<file path="config.mk">
export PLATFORM = sky130hd
export DESIGN_NAME = mips_sc_core
export DESIGN_NICKNAME = d
export VERILOG_FILES = /design/src/rtl/mips_sc_core.sv
export SDC_FILE = /design/constraint.sdc
export NUM_CORES = 2
export LEC_CHECK = 0
export CAP_MARGIN = 20
export CORE_ASPECT_RATIO = 1.75
export CORE_MARGIN = 2
export CORE_UTILIZATION = 56
export DETAILED_ROUTE_END_ITERATION = 8
export PLACE_DENSITY = 0.81
export SLEW_MARGIN = 20
export SYNTH_ARGS = -nofsm -noshare
export SYNTH_HDL_FRONTEND = slang
export SYNTH_SLANG_ARGS = --single-unit
</file>
<file path="constraint.sdc">
create_clock -name clk -period 10.8 [get_ports clk]
set_clock_uncertainty 0.05 [all_clocks]
set_input_delay 3.24 -clock clk [delete_from_list [all_inputs] [get_ports clk]]
set_output_delay 3.24 -clock clk [all_outputs]
set_load 0.01 [all_outputs]
</file>
<file path="src/rtl/mips_sc_core.sv">
// Single-cycle MIPS-I subset core: PC, 32x32 register file, ALU, decoder and
// load/store lane alignment; one instruction retires every rising clk.
module mips_sc_core #(
  parameter logic [31:0] RESET_PC = 32'h0000_0000
) (
  input  logic        clk,
  input  logic        rst,
  output logic [31:0] imem_addr,
  input  logic [31:0] imem_dout,
  output logic [31:0] dmem_addr,
  output logic [31:0] dmem_din,
  output logic [3:0]  dmem_be,
  output logic        dmem_wren,
  input  logic [31:0] dmem_dout
);

  logic [31:0] pc, next_pc, pc_plus4, branch_target, jump_target;
  logic [31:0] regs [32];
  logic [5:0]  op, funct;
  logic [4:0]  rs, rt, rd, shamt;
  logic [31:0] rs_val, rt_val, sext_imm, zext_imm;
  logic [7:0]  load_byte;
  logic [15:0] load_half;
  logic        wr_en, is_store;
  logic [4:0]  wr_addr;
  logic [31:0] wr_data;

  assign op       = imem_dout[31:26];
  assign rs       = imem_dout[25:21];
  assign rt       = imem_dout[20:16];
  assign rd       = imem_dout[15:11];
  assign shamt    = imem_dout[10:6];
  assign funct    = imem_dout[5:0];
  assign sext_imm = {{16{imem_dout[15]}}, imem_dout[15:0]};
  assign zext_imm = {16'd0, imem_dout[15:0]};

  assign rs_val = (rs == 5'd0) ? 32'd0 : regs[rs];
  assign rt_val = (rt == 5'd0) ? 32'd0 : regs[rt];

  assign pc_plus4      = pc + 32'd4;
  assign branch_target = pc_plus4 + (sext_imm << 2);
  assign jump_target   = {pc_plus4[31:28], imem_dout[25:0], 2'b00};

  assign imem_addr = pc;
  assign dmem_addr = rs_val + sext_imm;
  assign load_byte = dmem_dout[{dmem_addr[1:0], 3'b000} +: 8];
  assign load_half = dmem_addr[1] ? dmem_dout[31:16] : dmem_dout[15:0];
  // No store may reach the RAM while the core is held in reset.
  assign dmem_wren = is_store & rst;

  always_comb begin
    next_pc  = pc_plus4;
    wr_en    = 1'b0;
    wr_addr  = rd;
    wr_data  = 32'd0;
    is_store = 1'b0;
    dmem_be  = 4'b0000;
    dmem_din = rt_val;
    case (op)
      6'h00: begin
        wr_en = 1'b1;
        case (funct)
          6'h00: wr_data = rt_val << shamt;
          6'h02: wr_data = rt_val >> shamt;
          6'h03: wr_data = $signed(rt_val) >>> shamt;
          6'h04: wr_data = rt_val << rs_val[4:0];
          6'h06: wr_data = rt_val >> rs_val[4:0];
          6'h07: wr_data = $signed(rt_val) >>> rs_val[4:0];
          6'h08: begin wr_en = 1'b0; next_pc = rs_val; end
          6'h09: begin wr_data = pc_plus4; next_pc = rs_val; end
          6'h20, 6'h21: wr_data = rs_val + rt_val;
          6'h22, 6'h23: wr_data = rs_val - rt_val;
          6'h24: wr_data = rs_val & rt_val;
          6'h25: wr_data = rs_val | rt_val;
          6'h26: wr_data = rs_val ^ rt_val;
          6'h27: wr_data = ~(rs_val | rt_val);
          6'h2a: wr_data = {31'd0, $signed(rs_val) < $signed(rt_val)};
          6'h2b: wr_data = {31'd0, rs_val < rt_val};
          default: wr_en = 1'b0;
        endcase
      end
      6'h02: next_pc = jump_target;
      6'h03: begin next_pc = jump_target; wr_en = 1'b1; wr_addr = 5'd31; wr_data = pc_plus4; end
      6'h04: if (rs_val == rt_val) next_pc = branch_target;
      6'h05: if (rs_val != rt_val) next_pc = branch_target;
      6'h06: if (rs_val[31] || rs_val == 32'd0) next_pc = branch_target;
      6'h07: if (!rs_val[31] && rs_val != 32'd0) next_pc = branch_target;
      6'h08, 6'h09: begin wr_en = 1'b1; wr_addr = rt; wr_data = rs_val + sext_imm; end
      6'h0a: begin wr_en = 1'b1; wr_addr = rt; wr_data = {31'd0, $signed(rs_val) < $signed(sext_imm)}; end
      6'h0b: begin wr_en = 1'b1; wr_addr = rt; wr_data = {31'd0, rs_val < sext_imm}; end
      6'h0c: begin wr_en = 1'b1; wr_addr = rt; wr_data = rs_val & zext_imm; end
      6'h0d: begin wr_en = 1'b1; wr_addr = rt; wr_data = rs_val | zext_imm; end
      6'h0e: begin wr_en = 1'b1; wr_addr = rt; wr_data = rs_val ^ zext_imm; end
      6'h0f: begin wr_en = 1'b1; wr_addr = rt; wr_data = {imem_dout[15:0], 16'd0}; end
      6'h20: begin wr_en = 1'b1; wr_addr = rt; wr_data = {{24{load_byte[7]}}, load_byte}; end
      6'h21: begin wr_en = 1'b1; wr_addr = rt; wr_data = {{16{load_half[15]}}, load_half}; end
      6'h23: begin wr_en = 1'b1; wr_addr = rt; wr_data = dmem_dout; end
      6'h24: begin wr_en = 1'b1; wr_addr = rt; wr_data = {24'd0, load_byte}; end
      6'h25: begin wr_en = 1'b1; wr_addr = rt; wr_data = {16'd0, load_half}; end
      6'h28: begin is_store = 1'b1; dmem_be = 4'b0001 << dmem_addr[1:0]; dmem_din = {4{rt_val[7:0]}}; end
      6'h29: begin is_store = 1'b1; dmem_be = dmem_addr[1] ? 4'b1100 : 4'b0011; dmem_din = {2{rt_val[15:0]}}; end
      6'h2b: begin is_store = 1'b1; dmem_be = 4'b1111; end
      default: ;
    endcase
  end

  // PC and register file; $0 is never written so it always reads back as zero.
  always_ff @(posedge clk or negedge rst) begin
    if (!rst) begin
      pc <= RESET_PC;
      for (int i = 0; i < 32; i++) regs[i] <= 32'd0;
    end else begin
      pc <= next_pc;
      if (wr_en && wr_addr != 5'd0) regs[wr_addr] <= wr_data;
    end
  end

endmodule

</file>
==> metrics.cfg, run 1 <==
[floorplan]
start_util_pct=56.2
num_io_pins=167
die_w_um=281
rows=178
die_h_um=489

[global_route]
grt_max_degree=173
track_usage_pct=72.5
grt-ovfl-total=79
grt_pass1_wl_um=702000
grt_pass1_vias=88600

[synthesis]
synth-main-ff-cell=dfrtp_1
syn_nets=8146
synth_fa_ha_area_share_pct=3.56
synthXorXnorAreaFrac_pct=1.44
synthSimpleGateAreaFrac_pct=12.6
syn_area_sq_um=75300
avgSynthCellArea_sq_um=9.57
seq_area_frac_synth_pct=35.1
synth_top_family_by_area=multiplexers
synth.area.mux_share_pct=24.0
synth_compound_area_share_pct=18.1
ys_warn_count=0
synth_cell_types=110
synth_edf_count=0
synth-async-reset-ratio_pct=100
netlist_instances=7868
postSynthRegisterBits=1056

[place]
io_buffer_count=166
dp.cells=10100
dp_slack_ns=-1.16
dp_hpwl_um=311000
place.gp.congestion=1.17

[cts]
cts.path.max_buffers=3
htree_levels=3
cts_sinks=1056
cts-buffers-inserted=92
cts_root_buf=clkbuf_16
holdBufCountCts=0

[run_status]
error_line=[ERROR GRT-0116] Global routing finished with congestion. Check the congestion regions in the DRC Viewer.
stop_stage=global routing
outcome=did not finish

[layer usage]
metal | track usage (%) | GRT overflow
met5 | 15.1 | 0
met4 | 79.3 | 36
met3 | 50.1 | 2
met2 | 92.3 | 41
met1 | 72.1 | 0
[synthesized netlist by cell type, types with 152 or more instances]
| cell type | count | share of area, % |
|---|---|---|
| ha_1 | 208 | 3.5 |
| nor2_1 | 582 | 2.9 |
| mux4_2 | 447 | 13 |
| clkbuf_1 | 469 | 2.3 |
| mux2_2 | 312 | 4.7 |
| a21oi_1 | 511 | 3.4 |
| nand2_1 | 1025 | 5.1 |
| buf_2 | 152 | 1.0 |
| mux2i_1 | 448 | 6.0 |
| dfrtp_1 | 1056 | 35 |
| o21ai_0 | 774 | 5.1 |
| inv_1 | 165 | 0.82 |
[cell families after synthesis]
kind of cell / count (synthesis)
mux: 1207
fa+ha+maj: 212
compound gates: 2183
simple gates: 2190
flops: 1056
xor+xnor: 124
buf+inv: 896
[what timing repair did]
action / 4_1_cts
gates cloned: 6
pin swaps: 14
setup endpoints to repair: 28
setup buffers: 11
resized for setup: 105
[metrics by stage]
step                      hold WS, ns  area [sq um]
after global placement          0.315         84500
after floorplan                 0.378         75400
after CTS                       0.345         88400
after detailed placement        0.325         84500
==> run 2, diff against run 1 <==
--- a/config.mk
+++ b/config.mk
@@ -6,11 +6,10 @@
 export NUM_CORES = 2
 export LEC_CHECK = 0
 export CAP_MARGIN = 20
-export CORE_ASPECT_RATIO = 1.75
 export CORE_MARGIN = 2
-export CORE_UTILIZATION = 56
+export CORE_UTILIZATION = 40
 export DETAILED_ROUTE_END_ITERATION = 8
-export PLACE_DENSITY = 0.81
+export PLACE_DENSITY_LB_ADDON = 0.15
 export SLEW_MARGIN = 20
 export SYNTH_ARGS = -nofsm -noshare
 export SYNTH_HDL_FRONTEND = slang
==> constraint.sdc (replaced) <==
create_clock -name clk -period 14 [get_ports clk]
set_clock_uncertainty 0.05 [all_clocks]
set_input_delay 4.2 -clock clk [delete_from_list [all_inputs] [get_ports clk]]
set_output_delay 4.2 -clock clk [all_outputs]
set_load 0.01 [all_outputs]
==> run 2 against run 1 <==
Against the previous run: the run now ends clean; area after synthesis unchanged; synthesized cell count did not move.
==> metrics.cfg, run 2 <==
[floorplan]
die_area_sq_um=192000
die_h_um=438  ; -10%
core_sq_um=187000
start_util_pct=40.2  ; -16 points
num_io_pins=167  ; unchanged
die_w_um=438  ; +56%
rows=159  ; -11%

[critical_path]
critPathLaunch=imem_dout[21]
arrival_ns=9.69
r2r_end=regs[730]
path_depth=18
critPathMostFrequentCell=nor2_1
crit_slowest_cell=clkdlybuf4s50_1
reg2reg_slack_ns=5.88
crit_chain=buf_12, buf_4, mux4_2, mux4_2, mux2_2, nand2_1, inv_1, ha_1, nor2_1, nor2_1, buf_4, nand2_1, o31ai_2, o21a_1, nor2_1, a311oi_1, xnor2_1, clkdlybuf4s50_1
path_delay_family=buffers and inverters
worst-path-buf-inv=5
path_max_fanout=30
crit_path_start_kind=primary input
crit_type=in2out
critical_path_required_ns=9.75
endpoint=dmem_addr[28]
slowest_delay_ns=0.61
worstReg2RegStart=regs[800]
rr_worst_depth=22
crit_path_end_kind=output port

[sta]
timing.fmax_mhz=71.8
slew_violations=0
fin_crit_sh_pct=99.5
setup_viol=0
finalHoldViolations=0
slew_headroom_pct=11.3
layout_min_cycle_time_ns=13.94
timing.hold.ws_ns=0.341
tightest_slew_ns=1.33

[drt]
detail-route-antenna-nets=0
drc=0
wl_per_cell_um=37.2
vias=70800
drt-total-wl_um=394000
drtIter0Drc=9592
via_per_inst=6.70
first_pass_iters=8

[synthesis]
syn_area_sq_um=75300  ; unchanged
synth-async-reset-ratio_pct=100  ; unchanged
synth_top_area_cell=dfrtp_1
synth_cell_types=110  ; unchanged
ys_warn_count=0  ; unchanged
synth_common_cells=dfrtp_1 (1,056), nand2_1 (1,025), o21ai_0 (774)
netlist_instances=7868  ; unchanged
seq_area_frac_synth_pct=35.1  ; unchanged
postSynthRegisterBits=1056  ; unchanged
synth_area_leaders=dfrtp_1 (35%), mux4_2 (13%), mux2i_1 (6.0%), o21ai_0 (5.1%), nand2_1 (5.1%)
synth_edf_count=0  ; unchanged
syn_nets=8146  ; unchanged
synth_top_area_share_pct=35.1  ; unchanged
synth-main-ff-cell=dfrtp_1
avgSynthCellArea_sq_um=9.57  ; unchanged
synth_most_common_cell=dfrtp_1

[cells_and_area]
areaGrowthSynthToFinish_pct=14.4
drive_gt1_share_pct=21.2
fin_util_pct=46.0
regMostFlops=regs
layout_common_cells=dfrtp_1 (1,056), nand2_1 (997), o21ai_0 (772), nor2_1 (561)
largest_reg_flops=1024
layout_commonest_cell=dfrtp_1
final_cell_area_sq_um=86100
final_nets=8251

[cts]
cts_root_buf=clkbuf_16
htree_levels=3  ; unchanged
cts_tree=built
holdBufCountCts=0  ; unchanged
cts.path.max_buffers=3  ; unchanged
cts_sinks=1056  ; unchanged
clock_latency_ns=0.82
clk_pin_slew_worst_paths_ns=0.06
cts-buffers-inserted=119  ; +29%

[power_and_ir_drop]
ir_drop_mv=0.109
cellLeakagePower_uw=0.0368
p_per_area_nw_per_um2=116

[global_route]
grt-ovfl-total=0
grt_pass1_wl_um=547000
antenna_found_initial=20
track_usage_pct=40.3
grt_pass1_vias=67300
grt_max_degree=159

[worst_hold_path]
hold_path.class=reg2reg
hold_start=regs[1000]

[place]
io_buffer_count=166  ; unchanged
place.gp.congestion=1.09  ; -6.4%
placed_area_sq_um=81800  ; -3.2%
dp_hpwl_um=288000  ; -7.6%

[flow_run]
cap_violations=0

[run_status]
outcome=complete, no violations

==> run 2: cell counts after synthesis <==
No cell type changed its count.
==> run 2: cells by family (layout without fill, tap and decap cells) <==
family	Yosys count	count (layout)	synth area share, %
other	0	9	0
buffers and inverters	896	1100	5.18
DFF	1056	1056	35.1
adders and majority gates	212	212	3.56
muxes	1207	1207	24.0
xor gates and xnor gates	124	124	1.44
AOI/OAI and AO/OA	2183	2183	18.1
and+or+nand+nor	2190	2190	12.6
==> run 2: power by group <==
group	internal (uW)	switching, uW	leakage (uW)
logic	1130	1940	0.0203
clock network	1980	1420	0.00205
registers	3310	235	0.0145
==> run 2: worst min-delay path by stage <==
| stage | endpoint | slack [ns] | cells after the start |
|---|---|---|---|
| finish | regs[1000] | 0.34 | 0 |
| global route | regs[999] | 0.36 | 0 |
| CTS | regs[1000] | 0.34 | 0 |
| detailed placement | regs[1000] | 0.33 | 0 |
| global placement | regs[1000] | 0.31 | 0 |
| floorplan | regs[1000] | 0.38 | 1 |
==> run 2: area by class of cell <==
type	count	area, sq um
Timing Repair Buffer	698	6000
Antenna cell	9	22.5
Multi-Input combinational cell	5916	45700
Sequential cell	1056	26400
Tap cell	2495	3120
Inverter	182	683
Clock buffer	156	3310
Clock inverter	64	887
Fill cell	17900	101000
==> run 2: per-layer routing <==
| layer | wire length (um) | vias to the layer above | GRT usage, % |
|---|---|---|---|
| met5 | 192 | - | 0 |
| met4 | 27500 | 28 | 23.5 |
| met2 | 167000 | 4453 | 58.9 |
| li1 | - | 29400 | - |
| met3 | 41300 | 1051 | 10.8 |
| met1 | 158000 | 35900 | 53.8 |
==> run 2: what timing repair did <==
action / CTS / global route
setup endpoints to repair: 2 / 4
pin swaps: 0 / 0
gates resized for setup: 2 / 4
buffers inserted: 0 / 0
==> run 2: through the flow <==
step | power (uW) | setup slack (ns) | std cells | TNS [ns]
after CTS | 9950 | 0.0898 | 10600 | 0
after global placement | 6530 | -0.0352 | 10300 | -0.0352
after global routing | 10300 | -0.0131 | 10600 | -0.0131
after detailed placement | 6550 | -0.0778 | 10300 | -0.0778
final | 10000 | 0.0645 | 10600 | 0
after floorplan | 5190 | 0.966 | 7868 | 0
Note: power is estimated with default switching activity, not from simulation.
